### src/rtl/seg_pkg.sv
// Constants shared by the 7-segment display controller, the scan driver and its bench.
package seg_pkg;

   localparam int unsigned NUM_DIGITS = 4;
   localparam int unsigned IDX_W      = 2;
   localparam int unsigned SEG_W      = 8;
   localparam int unsigned AN_W       = 4;

   localparam logic [SEG_W-1:0] SEG_BLANK = 8'hFF;
   localparam logic [AN_W-1:0]  AN_OFF    = 4'b1111;

   // "LOSE" glyphs, active-low segments, DP off
   localparam logic [SEG_W-1:0] GLYPH_L = 8'hC7;
   localparam logic [SEG_W-1:0] GLYPH_O = 8'hC0;
   localparam logic [SEG_W-1:0] GLYPH_S = 8'h92;
   localparam logic [SEG_W-1:0] GLYPH_E = 8'h86;

   // Active-low anode pattern for a slot; slot 0 is the leftmost digit (an[3]).
   function automatic logic [AN_W-1:0] an_for_idx(input logic [IDX_W-1:0] idx);
      return ~(4'b1000 >> idx);
   endfunction

endpackage

### src/rtl/seg_slot_timer.sv
// Digit-slot timebase: tracks (idx, cnt) and exposes next-state and strobe signals.
module seg_slot_timer
   import seg_pkg::*;
#(
   parameter int unsigned DIGIT_CYCLES = 100000,
   parameter int unsigned BLANK_CYCLES = 1000
) (
   input  logic             i_clk,
   input  logic             i_rst_n,
   input  logic             i_enable,
   output logic [IDX_W-1:0] o_idx_nxt_c,
   output logic             o_blank_nxt_c,
   output logic             o_slot_end_c,
   output logic             o_frame_wrap_c
);

   localparam int unsigned          CNT_W     = (DIGIT_CYCLES > 1) ? $clog2(DIGIT_CYCLES) : 1;
   localparam logic [CNT_W-1:0]     CNT_LAST  = CNT_W'(DIGIT_CYCLES - 1);
   localparam logic [CNT_W-1:0]     BLANK_LIM = CNT_W'(BLANK_CYCLES);
   localparam logic [IDX_W-1:0]     IDX_LAST  = IDX_W'(NUM_DIGITS - 1);

   logic [CNT_W-1:0] r_cnt;
   logic [IDX_W-1:0] r_idx;
   logic [CNT_W-1:0] w_cnt_nxt;
   logic [IDX_W-1:0] w_idx_nxt;
   logic             w_slot_end;

   // Next (idx, cnt); disabled parks on the last cycle of slot 3 so re-enable starts a frame
   always_comb begin
      w_slot_end = (r_cnt == CNT_LAST);
      w_cnt_nxt  = r_cnt + CNT_W'(1);
      w_idx_nxt  = r_idx;
      if (!i_enable) begin
         w_cnt_nxt = CNT_LAST;
         w_idx_nxt = IDX_LAST;
      end else if (w_slot_end) begin
         w_cnt_nxt = '0;
         w_idx_nxt = r_idx + IDX_W'(1);
      end
   end

   // Slot position registers; reset parks exactly as a disable does
   always_ff @(posedge i_clk or negedge i_rst_n) begin
      if (!i_rst_n) begin
         r_cnt <= CNT_LAST;
         r_idx <= IDX_LAST;
      end else begin
         r_cnt <= w_cnt_nxt;
         r_idx <= w_idx_nxt;
      end
   end

   assign o_idx_nxt_c    = w_idx_nxt;
   assign o_blank_nxt_c  = (w_cnt_nxt < BLANK_LIM);
   assign o_slot_end_c   = i_enable & w_slot_end;
   assign o_frame_wrap_c = o_slot_end_c & (r_idx == IDX_LAST);

endmodule

### src/rtl/seg_scan_driver.sv
// Time-multiplexes four segment bytes onto a common-anode 4-digit display with
// per-slot blanking and a once-per-frame input snapshot.
module seg_scan_driver
   import seg_pkg::*;
#(
   parameter int unsigned DIGIT_CYCLES = 100000,
   parameter int unsigned BLANK_CYCLES = 1000
) (
   input  logic             Clk100M,
   input  logic             rstN,
   input  logic             enable,
   input  logic [SEG_W-1:0] segIn0,
   input  logic [SEG_W-1:0] segIn1,
   input  logic [SEG_W-1:0] segIn2,
   input  logic [SEG_W-1:0] segIn3,
   output logic [AN_W-1:0]  an,
   output logic [SEG_W-1:0] seg,
   output logic             frameStart
);

   logic [SEG_W-1:0] w_seg_in [NUM_DIGITS];
   logic [SEG_W-1:0] r_snap   [NUM_DIGITS];
   logic [AN_W-1:0]  r_an;
   logic [SEG_W-1:0] r_seg;
   logic             r_frame_start;

   logic [IDX_W-1:0] w_idx_nxt;
   logic             w_blank_nxt;
   logic             w_slot_end;
   logic             w_frame_wrap;

   assign w_seg_in[0] = segIn0;
   assign w_seg_in[1] = segIn1;
   assign w_seg_in[2] = segIn2;
   assign w_seg_in[3] = segIn3;

   seg_slot_timer #(
      .DIGIT_CYCLES (DIGIT_CYCLES),
      .BLANK_CYCLES (BLANK_CYCLES)
   ) u_timer (
      .i_clk          (Clk100M),
      .i_rst_n        (rstN),
      .i_enable       (enable),
      .o_idx_nxt_c    (w_idx_nxt),
      .o_blank_nxt_c  (w_blank_nxt),
      .o_slot_end_c   (w_slot_end),
      .o_frame_wrap_c (w_frame_wrap)
   );

   // Capture all four digits together at the frame boundary so a frame never tears
   always_ff @(posedge Clk100M or negedge rstN) begin
      if (!rstN) begin
         for (int i = 0; i < NUM_DIGITS; i++) r_snap[i] <= SEG_BLANK;
      end else if (w_frame_wrap) begin
         for (int i = 0; i < NUM_DIGITS; i++) r_snap[i] <= w_seg_in[i];
      end
   end

   // Registered drive for the slot position being entered; the first cycle of every
   // slot is blank, so the snapshot loaded on the same edge is never needed yet
   always_ff @(posedge Clk100M or negedge rstN) begin
      if (!rstN) begin
         r_an          <= AN_OFF;
         r_seg         <= SEG_BLANK;
         r_frame_start <= 1'b0;
      end else if (!enable) begin
         r_an          <= AN_OFF;
         r_seg         <= SEG_BLANK;
         r_frame_start <= 1'b0;
      end else begin
         r_frame_start <= w_frame_wrap;
         if (w_blank_nxt) begin
            r_an  <= AN_OFF;
            r_seg <= SEG_BLANK;
         end else begin
            r_an  <= an_for_idx(w_idx_nxt);
            r_seg <= r_snap[w_idx_nxt];
         end
      end
   end

   assign an         = r_an;
   assign seg        = r_seg;
   assign frameStart = r_frame_start;

   logic w_unused;
   assign w_unused = w_slot_end;

endmodule

### config.mk
export PLATFORM = sky130hd
export DESIGN_NAME = seg_scan_driver
export DESIGN_NICKNAME = d
export VERILOG_FILES = /design/src/rtl/seg_pkg.sv /design/src/rtl/seg_slot_timer.sv /design/src/rtl/seg_scan_driver.sv
export SDC_FILE = /design/constraint.sdc
export NUM_CORES = 1
export LEC_CHECK = 0
export CORE_ASPECT_RATIO = 2
export CORE_MARGIN = 4
export CORE_UTILIZATION = 40
export CTS_BUF_LIST = sky130_fd_sc_hd__clkbuf_8
export CTS_CLUSTER_DIAMETER = 150
export DETAILED_ROUTE_END_ITERATION = 12
export GPL_TIMING_DRIVEN = 0
export MAX_ROUTING_LAYER = met4
export PLACE_DENSITY = 0.72
export SYNTH_ARGS = -nofsm -noshare
export SYNTH_HDL_FRONTEND = slang
export SYNTH_SLANG_ARGS = --single-unit
export TNS_END_PERCENT = 100
### constraint.sdc
create_clock -name Clk100M -period 2.3 [get_ports Clk100M]
set_input_delay 0.345 -clock Clk100M [delete_from_list [all_inputs] [get_ports Clk100M]]
set_output_delay 0.345 -clock Clk100M [all_outputs]
set_load 0.1 [all_outputs]
### Yosys cells after proc, flatten, opt, wreduce, memory -nomap -nowiden

Index checks and enable logic that the tools add are counted.
Widths: inputs -> output; s select.

| cells by class | value |
|---|---|
| equality and inequality tests | 2 |
| reduce and logical (&&, ||, !) cells | 0 |
| bitwise gates (word level) | 4 |
| shift operators | 1 |
| mux-type cells | 12 |
| divide/modulo/power cells | 0 |
| $mul | 0 |
| order comparisons | 2 |
| add/subtract/negate cells | 2 |

Operator list:

| operator | count |
|---|---|
| $mux 17 | 2 |
| $mux 8 | 4 |
| $add 17x1->17 const B | 1 |
| $eq 17x17->1 const B | 1 |
| $lt 17x10->1 const B | 1 |
| $bmux 8 s2 | 1 |
| $mux 4 | 2 |
| $mux 2 | 2 |
| $not 4->4 | 1 |
| $shr 4x2->4 const A | 1 |
| $ge 3x3->1 const B | 1 |
| $not 2->3 | 1 |
| $add 2x1->2 const B | 1 |
| $and 1x1->1 | 2 |
| $eq 2x2->1 const B | 1 |
| $mux 1 | 1 |

| storage, ports and cells | value |
|---|---|
| logic and storage cells | 32 |
| memories kept | 0 |
| RAM bits | 0 |
| ROM bits | 0 |
| bits in latches | 0 |
| output and inout port bits | 13 |
| flip-flop bits (word level) | 64 |
| input bits | 35 |

### Longest topological paths before layout

Gate-level depths: netlist of run 1.

| logic depth | value |
|---|---|
| depth in word-level cells | 9 |
| depth in mapped cells | 9 |
| depth with buffers taken out | 7 |

### By module

A second synthesis of run 1 with hierarchy kept.

| second synthesis, totals | value |
|---|---|
| cells, all modules | 258 |
| area total of the unflattened synthesis | 3,298.2 um^2 |

Modules (own cells, without submodules):

| module | cells each | area each (um^2) | sequential area each (um^2) | times used |
|---|---|---|---|---|
| seg_scan_driver | 115 | 1,993.2 | 1,181.1 | 1 |
| seg_slot_timer | 143 | 1,305.0 | 490.5 | 1 |

### Worst setup path after synthesis of run 1

Ideal clock, no wire load.

| path | value |
|---|---|
| path kind | register -> register |
| from | register u_timer.r_cnt[0] |
| to | register r_seg[1] (netlist: seg[1]) |
| period minus slack after synthesis | 2.315 ns |
| stages on the path, launching flop included | 10 |
| data required time | 2.223 ns |
| setup time | 0.077 ns |
| path slack | -0.015 ns |
| path buffers | 2 |
| data arrival time | 2.239 ns |
| cells stage by stage | dfstp_2 > ha_1 > buf_2 > and4_4 > and4_1 > buf_6 > mux2_4 > a222oi_1 > and3_1 > nand2_1 |

| between the ends | value |
|---|---|
| cells in the longest elaborated chain, start to end | 9 |
| elaborated cells on any way between the ends | 13 |
| those cells by class | 1 x add/sub; 1 x order compare; 1 x eq/ne; 9 x mux; 1 x bitwise |

RTL lines:

| element | line | source |
|---|---|---|
| start, declared | seg_slot_timer.sv:22 | `logic [CNT_W-1:0] r_cnt;` |
| start signal, assigned | seg_slot_timer.sv:48 | `r_cnt <= w_cnt_nxt;` |
| branches (longest 7 deep; another with $add 17x1->17) | n/a |  |
| $mux 8 * | seg_scan_driver.sv:72 | `if (w_blank_nxt) begin` |
| $mux 8 * | seg_scan_driver.sv:66 | `end else if (!enable) begin` |
| end signal, assigned | seg_scan_driver.sv:77 | `r_seg <= r_snap[w_idx_nxt];` |
| end, declared | seg_scan_driver.sv:24 | `logic [SEG_W-1:0] r_seg;` |

Mark *: on every way between the ends. The select of a mux whose other input is x is not followed.
A chain may end at the register's enable or synchronous reset.

### Final worst setup path of run 1

| path | value |
|---|---|
| from | register u_timer.r_cnt[0] |
| to | register r_seg[6] (netlist: seg[6]) |

The elaborated chain is that of the path after synthesis.

==> results of run 1 <==
==> area by class of cell <==
class | instances | area (um2)
multi-input combinational | 252 | 1660
clock inverter | 7 | 81.3
tap | 96 | 120
sequential | 64 | 1670
buffer | 15 | 90.1
timing repair buffer | 72 | 681
inverter | 11 | 41.3
clock buffer | 9 | 124
fill | 712 | 3470
==> registers in the layout (all words and copies together) (netlist names) <==
register	count
r_snap	32
u_timer.r_cnt	17
seg	8
an	4
u_timer.r_idx	2
frameStart	1
==> Yosys cell counts (3+ instances only) <==
cell / count / area (um2)
nor4_1: 3 / 18.8
xnor2_1: 7 / 61.3
nor2_1: 17 / 63.8
a21boi_0: 4 / 30.0
dfstp_2: 56 / 1470
o2bb2ai_1: 5 / 43.8
xor2_1: 7 / 61.3
mux2i_1: 4 / 40.0
inv_1: 11 / 41.3
nor3_1: 5 / 25.0
buf_6: 3 / 33.8
nand2_1: 117 / 439
nand3_1: 16 / 80.1
and2_1: 6 / 37.5
nand4_1: 6 / 37.5
and3_1: 3 / 18.8
a221oi_1: 5 / 43.8
buf_2: 5 / 25.0
clkbuf_1: 9 / 33.8
o21ai_0: 8 / 40.0
a222oi_1: 3 / 30.0
dfrtp_1: 8 / 200
==> metal layers <==
metal  global-route usage [%]  up-vias
met2                     34.5       59
met3                     3.63       31
met4                     13.5        0
li1                         -     1334
met5                        -        -
met1                     15.5     1333
==> timing repair <==
item / CTS / global route
pin swaps: 9 / 14
endpoints found under the setup margin: 45 / 42
setup buffers: 12 / 10
hold buffers: 1 / 0
gates resized for setup: 37 / 21
hold endpoints to repair: 7 / 0
==> power by group through the flow <==
stage,Combinational [uW],Sequential [uW],Clock (uW)
2_1_floorplan,1390,2780,0
3_3_place_gp,2650,2190,0
3_5_place_dp,2710,2200,0
4_1_cts,3050,2190,1010
5_1_grt,3510,2240,1060
6_report,3280,2190,982
==> cell families (layout without fill, tap and decap cells) <==
family | count (synthesis) | count (layout)
buffers and inverters | 29 | 114
and+or+nand+nor | 193 | 193
AOI/OAI and AO/OA | 36 | 36
DFF | 64 | 64
muxes | 7 | 7
xor gates and xnor gates | 14 | 14
adders and majority gates | 2 | 2
==> worst paths after layout <==
kind | from | endpoint | slack [ns]
worst max-delay path | u_timer.r_cnt[0] | seg[6] | -0.08
max in group asynchronous | rstN | r_snap[12] | 1.11
worst min-delay path | rstN | u_timer.r_cnt[6] | 0.44
min in group Clk100M | r_snap[8] | r_snap[8] | 0.45
worst min register to register | r_snap[8] | r_snap[8] | 0.45
worst max register to register | u_timer.r_cnt[0] | seg[6] | -0.08
==> through the flow <==
stage               power, uW  area, um2  setup TNS (ns)  setup slack, ns
finish                   6450       4470          -0.147          -0.0759
detailed placement       4910       3910           -6.69           -0.392
global route             6810       4470          -0.671           -0.113
CTS                      6250       4350          -0.684           -0.207
floorplan                4160       3270               0          0.00994
global placement         4850       3860          -35.56            -1.07
==> critical path, stage by stage, from the launching register on <==
cell and delay (ns):
dfstp_2 0.56, ha_4 0.15, and4_4 0.26, and4_4 0.25
mux2_4 0.33, a222oi_1 0.47, and3_1 0.23, nand2_1 0.06
==> flow_summary.json, run 1 <==
{
  "final_util_pct": 56.3,
  "cap_violations": 0,
  "drtIter0Drc": 134,
  "cts_tree": "yes",
  "synth_fa_ha_area_share_pct": 0.765,
  "place.gp.congestion": 0.835,
  "cp_data_required_time_ns": 2.59,
  "p_comb_share_pct": 50.8,
  "start_kind": "flop",
  "seq_power_share_pct": 33.9,
  "clkPwrFrac_pct": 15.2,
  "wl_met2_mm": 4.90,
  "ir_drop_mv": 0.645,
  "cts_root_buf": "clkbuf_8",
  "cp.arrival_ns": 2.67,
  "final_antenna_net_count": 0,
  "period_share_pct": 103,
  "nets": 462,
  "r2r_cells": 7,
  "rsz0062_at_grt": "yes",
  "async_flop_share_pct": 100,
  "postSynthCellCount": 345,
  "ys_seq_area_share_pct": 51.1,
  "rows": 46,
  "clock_path_buffers": 2,
  "vias": 2757,
  "dr.pass1.iters": 4,
  "internal-power_uw": 3640,
  "first_global_vias": 2826,
  "dp_cells": 490,
  "met1_length_mm": 2.88,
  "synth_compound_area_share_pct": 8.41,
  "synthSimpleGateAreaFrac_pct": 28.9,
  "numPortBuffers": 47,
  "cts_inserted_buffers": 9,
  "numClockSinks": 64,
  "status": "finished, violations left",
  "die_area_um2": 9780,
  "violations": "setup timing",
  "final_cell_mix": "116 x nand2_1, 56 x dfstp_2, 34 x clkdlybuf4s50_1",
  "syn-cell-area_um2": 3270,
  "wl_per_cell_um": 16.2,
  "fmax_mhz": 421,
  "dieWidth_um": 72.0,
  "drt-total-wl_mm": 8.52,
  "worst_slew_pin_slew_ns": 0.979,
  "p_sw_uw": 2810,
  "hold_viol": 0,
  "htree_levels": 3,
  "syn_avg_cell_area_um2": 9.48,
  "synthFlopType": "dfstp_2",
  "hpwl_mm": 6.24,
  "fin_cells": 526,
  "final_common_cell": "nand2_1",
  "antenna_found_initial": 0,
  "grt_usage_pct": 18.5,
  "chipHeight_um": 136,
  "routed_via_density": 5.24,
  "slew_violations": 0,
  "worst_clock_skew_ns": 0.00972,
  "dr.max_layer_used": "met4",
  "cp_max_fo": 4,
  "fin_hold_ws_ns": 0.439,
  "synth_cell_types": 50,
  "setup_ws_ns": -0.0759,
  "grt_max_degree": 26,
  "setup_viol_count_final": 2,
  "final.min_clock_period_ns": 2.38,
  "leakage_uw": 0.00191,
  "max_slew_margin_pct": 35.0,
  "route.met3.wl_um": 213,
  "remaining_drc_errors": 0,
  "clock_latency_ns": 0.36,
  "critPathCaptureType": "flop",
  "grt-ovfl-total": 0,
  "antenna_cells": 0,
  "core-area_um2": 7940,
  "drive_gt1_share_pct": 33.5,
  "start_util_pct": 41.2,
  "synth_edf_count": 0,
  "yosysWarnings": 0,
  "hp-class": "in2async",
  "crit_type": "reg2reg",
  "power.density_nw_per_um2": 1440,
  "grt_pass1_wl_mm": 13.2,
  "post_synth_xor_area_fraction_pct": 3.75,
  "synth_nets": 382,
  "swShare_pct": 43.5,
  "clkTransAtPathRegs_ns": 0.08,
  "synth_top_family_by_area": "simple AND/OR/NAND/NOR gates",
  "ys_seq_elements": 64,
  "ios": 48,
  "synthToLayoutAreaGrowth_pct": 36.6,
  "synth.mux.area_fraction_pct": 2.72
}
Power figures use the tool's default switching activity.
==> run 2, diff against run 1 <==
SYNTH_HIERARCHICAL = 1   (was default)
==> run 2 against run 1 <==
  * The run still ends with setup timing left
  * Worst setup slack got worse by 0.18 ns
  * Final area increased by 1.9%
  * Clock power increased by 9%
  * Critical path type unchanged
  * Critical endpoint is now seg[0]
  * Largest cell class unchanged
==> flow_summary.json, run 2 <==
{
  "status": "finished, violations left",
  "final_antenna_net_count": 0,
  "period_share_pct": 111,
  "rows": 46,
  "routed_via_density": 5.18,
  "largest_reg_flops": 32,
  "path_cells": "nand4_4 > buf_6 > buf_4 > nor3_4 > xnor2_2 > and4bb_1 > nand4_1 > a21oi_2 > and3b_2 > buf_6 > a22oi_2",
  "core-area_um2": 8000,
  "grt_max_degree": 45,
  "postSynthCellCount": 257,
  "power.density_nw_per_um2": 1360,
  "clkTransAtPathRegs_ns": 0.07,
  "total_power_uw": 6210,
  "remaining_drc_errors": 0,
  "numClockSinks": 64,
  "cp.arrival_ns": 2.82,
  "antenna_cells": 0,
  "cts_inserted_buffers": 9,
  "setup_viol_count_final": 12,
  "critPathCaptureType": "flop",
  "max_slew_margin_pct": 35.0,
  "rsz0062_at_grt": "yes",
  "syn-cell-area_um2": 3290,
  "first_global_vias": 2426,
  "drtIter0Drc": 67,
  "rr_startpoint": "u_timer/r_cnt[9]",
  "chipHeight_um": 136,
  "hpwl_mm": 5.46,
  "violations": "setup timing",
  "final_common_cell": "dfstp_2",
  "regMostFlops": "r_snap",
  "dieWidth_um": 72.1,
  "place_worst_setup_slack_ns": -0.568,
  "final_util_pct": 56.9,
  "antenna_found_initial": 0,
  "die_area_um2": 9830,
  "nets": 380,
  "hold_viol": 0,
  "numPortBuffers": 47,
  "grt_pass1_wl_mm": 12.1,
  "slowest_delay_ns": 0.62,
  "fmax_mhz": 391,
  "crit_path_top_delay_cell": "dfstp_2",
  "cts_root_buf": "clkbuf_8",
  "setup_ws_ns": -0.257,
  "design_area_um2": 4550,
  "drt-total-wl_mm": 7.57,
  "hp-class": "in2async",
  "clock_latency_ns": 0.34,
  "clock_path_buffers": 2,
  "startpoint": "u_timer/r_cnt[9]",
  "critPathMostFrequentCell": "buf_6",
  "crit_family": "simple AND/OR/NAND/NOR gates",
  "place.gp.congestion": 0.871,
  "start_util_pct": 41.1,
  "ir_drop_mv": 0.689,
  "placed_area_um2": 3990,
  "slew_violations": 0,
  "vias": 2302,
  "syn_avg_cell_area_um2": 12.8,
  "start_kind": "flop",
  "cap_violations": 0,
  "ios": 48,
  "cp_data_required_time_ns": 2.56,
  "grt-ovfl-total": 0,
  "wl_per_cell_um": 17.1,
  "fin_tns_setup_ns": -2.63,
  "drive_gt1_share_pct": 51.1,
  "worst_slew_pin_slew_ns": 0.972,
  "synthToLayoutAreaGrowth_pct": 38.3,
  "htree_levels": 3,
  "grt_usage_pct": 16.7,
  "final_cell_mix": "56 x dfstp_2, 34 x clkdlybuf4s50_1, 30 x mux2_4",
  "final.min_clock_period_ns": 2.56,
  "synth_nets": 294,
  "worst_clock_skew_ns": 0.00706,
  "crit_type": "reg2reg",
  "yosysWarnings": 6,
  "cts_tree": "yes",
  "cp_max_fo": 6,
  "leakage_uw": 0.00195,
  "critPathBufInv": 3,
  "dr.pass1.iters": 4
}
-- run 2: changes by cell type in the layout (fill, tap and decap cells not counted), moves of 8 or more --
cell	before	now
a22oi_2	0	8
nand2_1	116	14
mux2i_1	1	17
o21ai_0	8	0
nand3_1	16	5
mux2_4	2	30
o21ai_1	0	9
-- run 2: stage by stage --
step / cells / hold slack [ns]
after detailed placement: 401 / 0.338
final: 444 / 0.495
after global placement: 400 / 0.566
after CTS: 438 / 0.500
after floorplan: 257 / 0.0494
after global routing: 444 / 0.528
-- run 2: worst reg2reg max path, cell delays in order (launching register included) --
cell and delay, ns:
dfstp_2 0.62, nand4_4 0.16, buf_6 0.16, buf_4 0.13, nor3_4 0.21, xnor2_2 0.15, and4bb_1 0.23, nand4_1 0.10
a21oi_2 0.18, and3b_2 0.25, buf_6 0.14, a22oi_2 0.14
-- run 2: routing by layer --
metal,vias up,global-route usage [%],wire length [um]
met1,1147,16.5,2820
li1,1092,-,-
met4,0,8.37,145
met2,49,29.8,4340
met5,-,-,0
met3,14,4.00,262
-- run 2: final timing paths --
check | end | slack (ns) | depth (start not counted)
setup / recovery | seg[0] | -0.26 | 11
hold / removal | frameStart | 0.49 | 2
setup reg to reg | seg[0] | -0.26 | 11
hold reg to reg | u_timer/r_cnt[0] | 0.57 | 1
max in group asynchronous | an[3] | 1.15 | 3
min in group Clk100M | u_timer/r_cnt[0] | 0.57 | 1
-- run 2: what timing repair did --
action / 4_1_cts / 5_1_grt
pin swaps: 14 / 13
cloned: 1 / 0
setup endpoints to repair: 57 / 41
hold buffers: 1 / 0
gates resized for setup: 25 / 18
endpoints found under the hold margin: 1 / 0
setup buffers: 21 / 7
-- run 2: final cells by class --
cell class / count / area (um2)
repair buffers: 77 / 718
multi-input cells: 171 / 1650
clock inverters: 6 / 82.6
flip-flops and latches: 64 / 1670
fillers: 652 / 3450
inverters: 6 / 22.5
well taps: 96 / 120
plain buffers: 14 / 154
clock buffers: 10 / 138
-- run 2: report_power, final --
part           internal [uW]  switching [uW]  total, uW
sequential              1860             290       2150
clock                    633             433       1070
combinational           1360            1630       2990
total                   3850            2350       6210
==> run 3, diff against run 2 <==
ABC_AREA = 1   (was default)
==> run 3 against run 2 <==
  * The flow still finishes with violations (setup timing)
  * Final cell count rose by 20%
  * Register-to-register slack improved by 0.25 ns
  * Synthesized area fell by 3.4%
  * Utilization fell by 1.8 points
  * Combinational power fell by 16%
  * Worst setup slack improved by 0.25 ns
  * Synthesized cell count rose by 40%
  * Non-clock buffer count fell by 19
  * Wire length rose by 1.3%
  * Clock skew fell by 0.0023 ns
  * Critical path depth rose by 7
  * Global-route usage rose by 0.34 points
  * Largest power group unchanged
==> flow_summary.json, run 3 <==
{
  "synth_fa_ha_area_share_pct": 0.787,
  "regMostFlops": "r_snap",
  "cp.arrival_ns": 2.59,
  "start_util_pct": 41.5,
  "ys_top_cells_by_count": "91 x nand2_1, 56 x dfstp_2, 45 x inv_1, 39 x nor2_1, 32 x nand3_1",
  "place.gp.congestion": 0.860,
  "dieWidth_um": 71.1,
  "synth_nets": 398,
  "period_share_pct": 100,
  "largest_reg_flops": 32,
  "final_util_pct": 55.1,
  "syn-cell-area_um2": 3180,
  "drt-total-wl_mm": 7.67,
  "critPathCaptureType": "flop",
  "grt_usage_pct": 17.1,
  "post_synth_xor_area_fraction_pct": 0.275,
  "cts_tree": "yes",
  "die_area_um2": 9530,
  "grt_max_degree": 43,
  "cp_data_required_time_ns": 2.59,
  "grt-ovfl-total": 0,
  "leakage_uw": 0.00193,
  "clkTransAtPathRegs_ns": 0.07,
  "postSynthCellCount": 361,
  "hp-class": "in2async",
  "hpwl_mm": 5.79,
  "cp_max_fo": 6,
  "yosysWarnings": 6,
  "drtIter0Drc": 69,
  "synth_top_family_by_area": "simple AND/OR/NAND/NOR gates",
  "setup_ws_ns": -0.00519,
  "yosysTopAreaCell": "dfstp_2",
  "ys_seq_elements": 64,
  "max_slew_margin_pct": 34.7,
  "numClockSinks": 64,
  "fmax_mhz": 434,
  "fin_cells": 533,
  "violations": "setup timing",
  "final_antenna_net_count": 0,
  "rr_startpoint": "u_timer/r_cnt[1]",
  "final_common_cell": "nand2_1",
  "synth_cell_types": 26,
  "syn_avg_cell_area_um2": 8.81,
  "synth_compound_area_share_pct": 4.29,
  "grt_pass1_wl_mm": 12.1,
  "startpoint": "u_timer/r_cnt[1]",
  "synth.mux.area_fraction_pct": 7.79,
  "ys_seq_area_share_pct": 52.6,
  "synth.area.top_cells": "dfstp_2 46%, nand2_1 11%, mux2_2 7.8%",
  "first_global_vias": 2587,
  "crit_type": "reg2reg",
  "r2r_cells": 18,
  "ios": 48,
  "yosysMostFrequentCell": "nand2_1",
  "synthToLayoutAreaGrowth_pct": 32.8,
  "r2r-end": "seg[3]",
  "slew_violations": 0,
  "antenna_found_initial": 0,
  "cts_inserted_buffers": 9,
  "cap_violations": 0,
  "routed_via_density": 4.89,
  "core-area_um2": 7660,
  "chipHeight_um": 134,
  "final_cell_mix": "80 x nand2_1, 56 x dfstp_2, 41 x inv_1",
  "dr.pass1.iters": 4,
  "synthFlopType": "dfstp_2",
  "synth_edf_count": 0,
  "fin_hold_ws_ns": 0.302,
  "dp_cells": 503,
  "start_kind": "flop",
  "power.density_nw_per_um2": 1300,
  "worst_slew_pin_slew_ns": 0.984,
  "reg2reg_slack_ns": -0.005,
  "numPortBuffers": 47,
  "async_flop_share_pct": 100,
  "setup_viol_count_final": 3,
  "clock_latency_ns": 0.34,
  "final.min_clock_period_ns": 2.31,
  "status": "finished, violations left",
  "antenna_cells": 0,
  "synth_top_cell_area_share_pct": 46.3,
  "rsz0062_at_grt": "yes",
  "drive_gt1_share_pct": 38.3,
  "wl_per_cell_um": 14.4,
  "htree_levels": 3,
  "clock_path_buffers": 2,
  "postCtsHoldBufs": 0,
  "vias": 2606,
  "cts_root_buf": "clkbuf_8",
  "remaining_drc_errors": 0,
  "worst_clock_skew_ns": 0.00481,
  "endpoint": "seg[3]",
  "nFillCells": 733,
  "hold_viol": 0,
  "rows": 45,
  "nets": 471,
  "ir_drop_mv": 0.769,
  "synthSimpleGateAreaFrac_pct": 26.3
}
run 3: cell count changes in the layout (fill, tap and decap cells not counted), moves of 8 or more:
cell,previous run,this run
nand2_1,14,80
inv_1,6,41
mux2_4,30,0
nand3_1,5,31
nor2_1,13,33
mux2_2,3,22
mux2i_1,17,0
o21ai_0,0,13
buf_4,25,15
nor2_2,0,9
o21ai_1,9,0
a22oi_2,8,0
xnor2_1,8,0
run 3: worst min path at each step:
stage	from	to	slack, ns	cells past startpoint
after CTS	rstN	r_snap[16]	0.31	1
after floorplan	rstN	frameStart	0.05	0
after global routing	rstN	r_snap[16]	0.34	1
after global placement	r_snap[1]	r_snap[1]	0.47	2
after detailed placement	r_snap[4]	r_snap[4]	0.47	2
final	rstN	r_snap[16]	0.30	1
run 3: power by group:
group / leakage [uW] / total (uW) / switching, uW / internal [uW]
sequential: 0.000700 / 2090 / 224 / 1870
clock: 0.000103 / 884 / 414 / 470
combinational: 0.00112 / 2510 / 1640 / 869
total: 0.00193 / 5490 / 2280 / 3210
run 3: worst max-delay path, cell delays in order, from the launching register on:
cell and delay [ns]:
dfstp_2 0.57, ha_4 0.16, nand2_4 0.07, inv_4 0.06, nand2_4 0.05, nor2_4 0.13, nand2_4 0.09, buf_6 0.14
nand3_4 0.06, nand4_1 0.14, nor2_1 0.14, nand2_1 0.05, nor2_1 0.12, nor2_2 0.07, buf_6 0.13, buf_12 0.13
nand2_2 0.06, inv_2 0.03, nand2_1 0.05
run 3: logic make-up (layout without fill, tap and decap cells):
kind of cell / Yosys count / in the layout
AND/OR/NAND/NOR: 188 / 188
flip-flops: 64 / 64
buffers and inverters: 59 / 137
AO/OA/AOI/OAI: 25 / 25
multiplexers: 22 / 22
adder cells (fa/ha/maj): 2 / 2
XOR/XNOR: 1 / 1
run 3: what timing repair did:
| item | in CTS | in global routing |
|---|---|---|
| endpoints found under the setup margin | 41 | 37 |
| gates resized for setup | 20 | 39 |
| pin swaps | 2 | 16 |
| buffers inserted | 4 | 10 |
run 3: cell type report:
class	count	area, um2	area share, %
Timing Repair Buffer	62	596	14.1
Clock inverter	4	18.8	0.444
Clock buffer	12	165	3.91
Tap cell	94	118	2.79
Sequential cell	64	1670	39.6
Multi-Input combinational cell	238	1390	32.9
Buffer	10	78.8	1.87
Inverter	49	186	4.41
run 3: metal layers:
metal,share of wire [%],track usage (%)
met5,0,-
met4,4.5,10.1
met3,2.3,3.45
met2,61,31.7
met1,33,15.3
run 3: through the flow:
step	cell area, um2	setup TNS [ns]	power (uW)	setup slack (ns)
global route	4220	-0.702	5820	-0.105
finish	4220	-0.0103	5490	-0.00519
detailed placement	3780	-2.25	4330	-0.277
floorplan	3180	0	3780	0.199
CTS	4010	-0.0165	5270	-0.0165
global placement	3770	-30.38	4280	-1.03
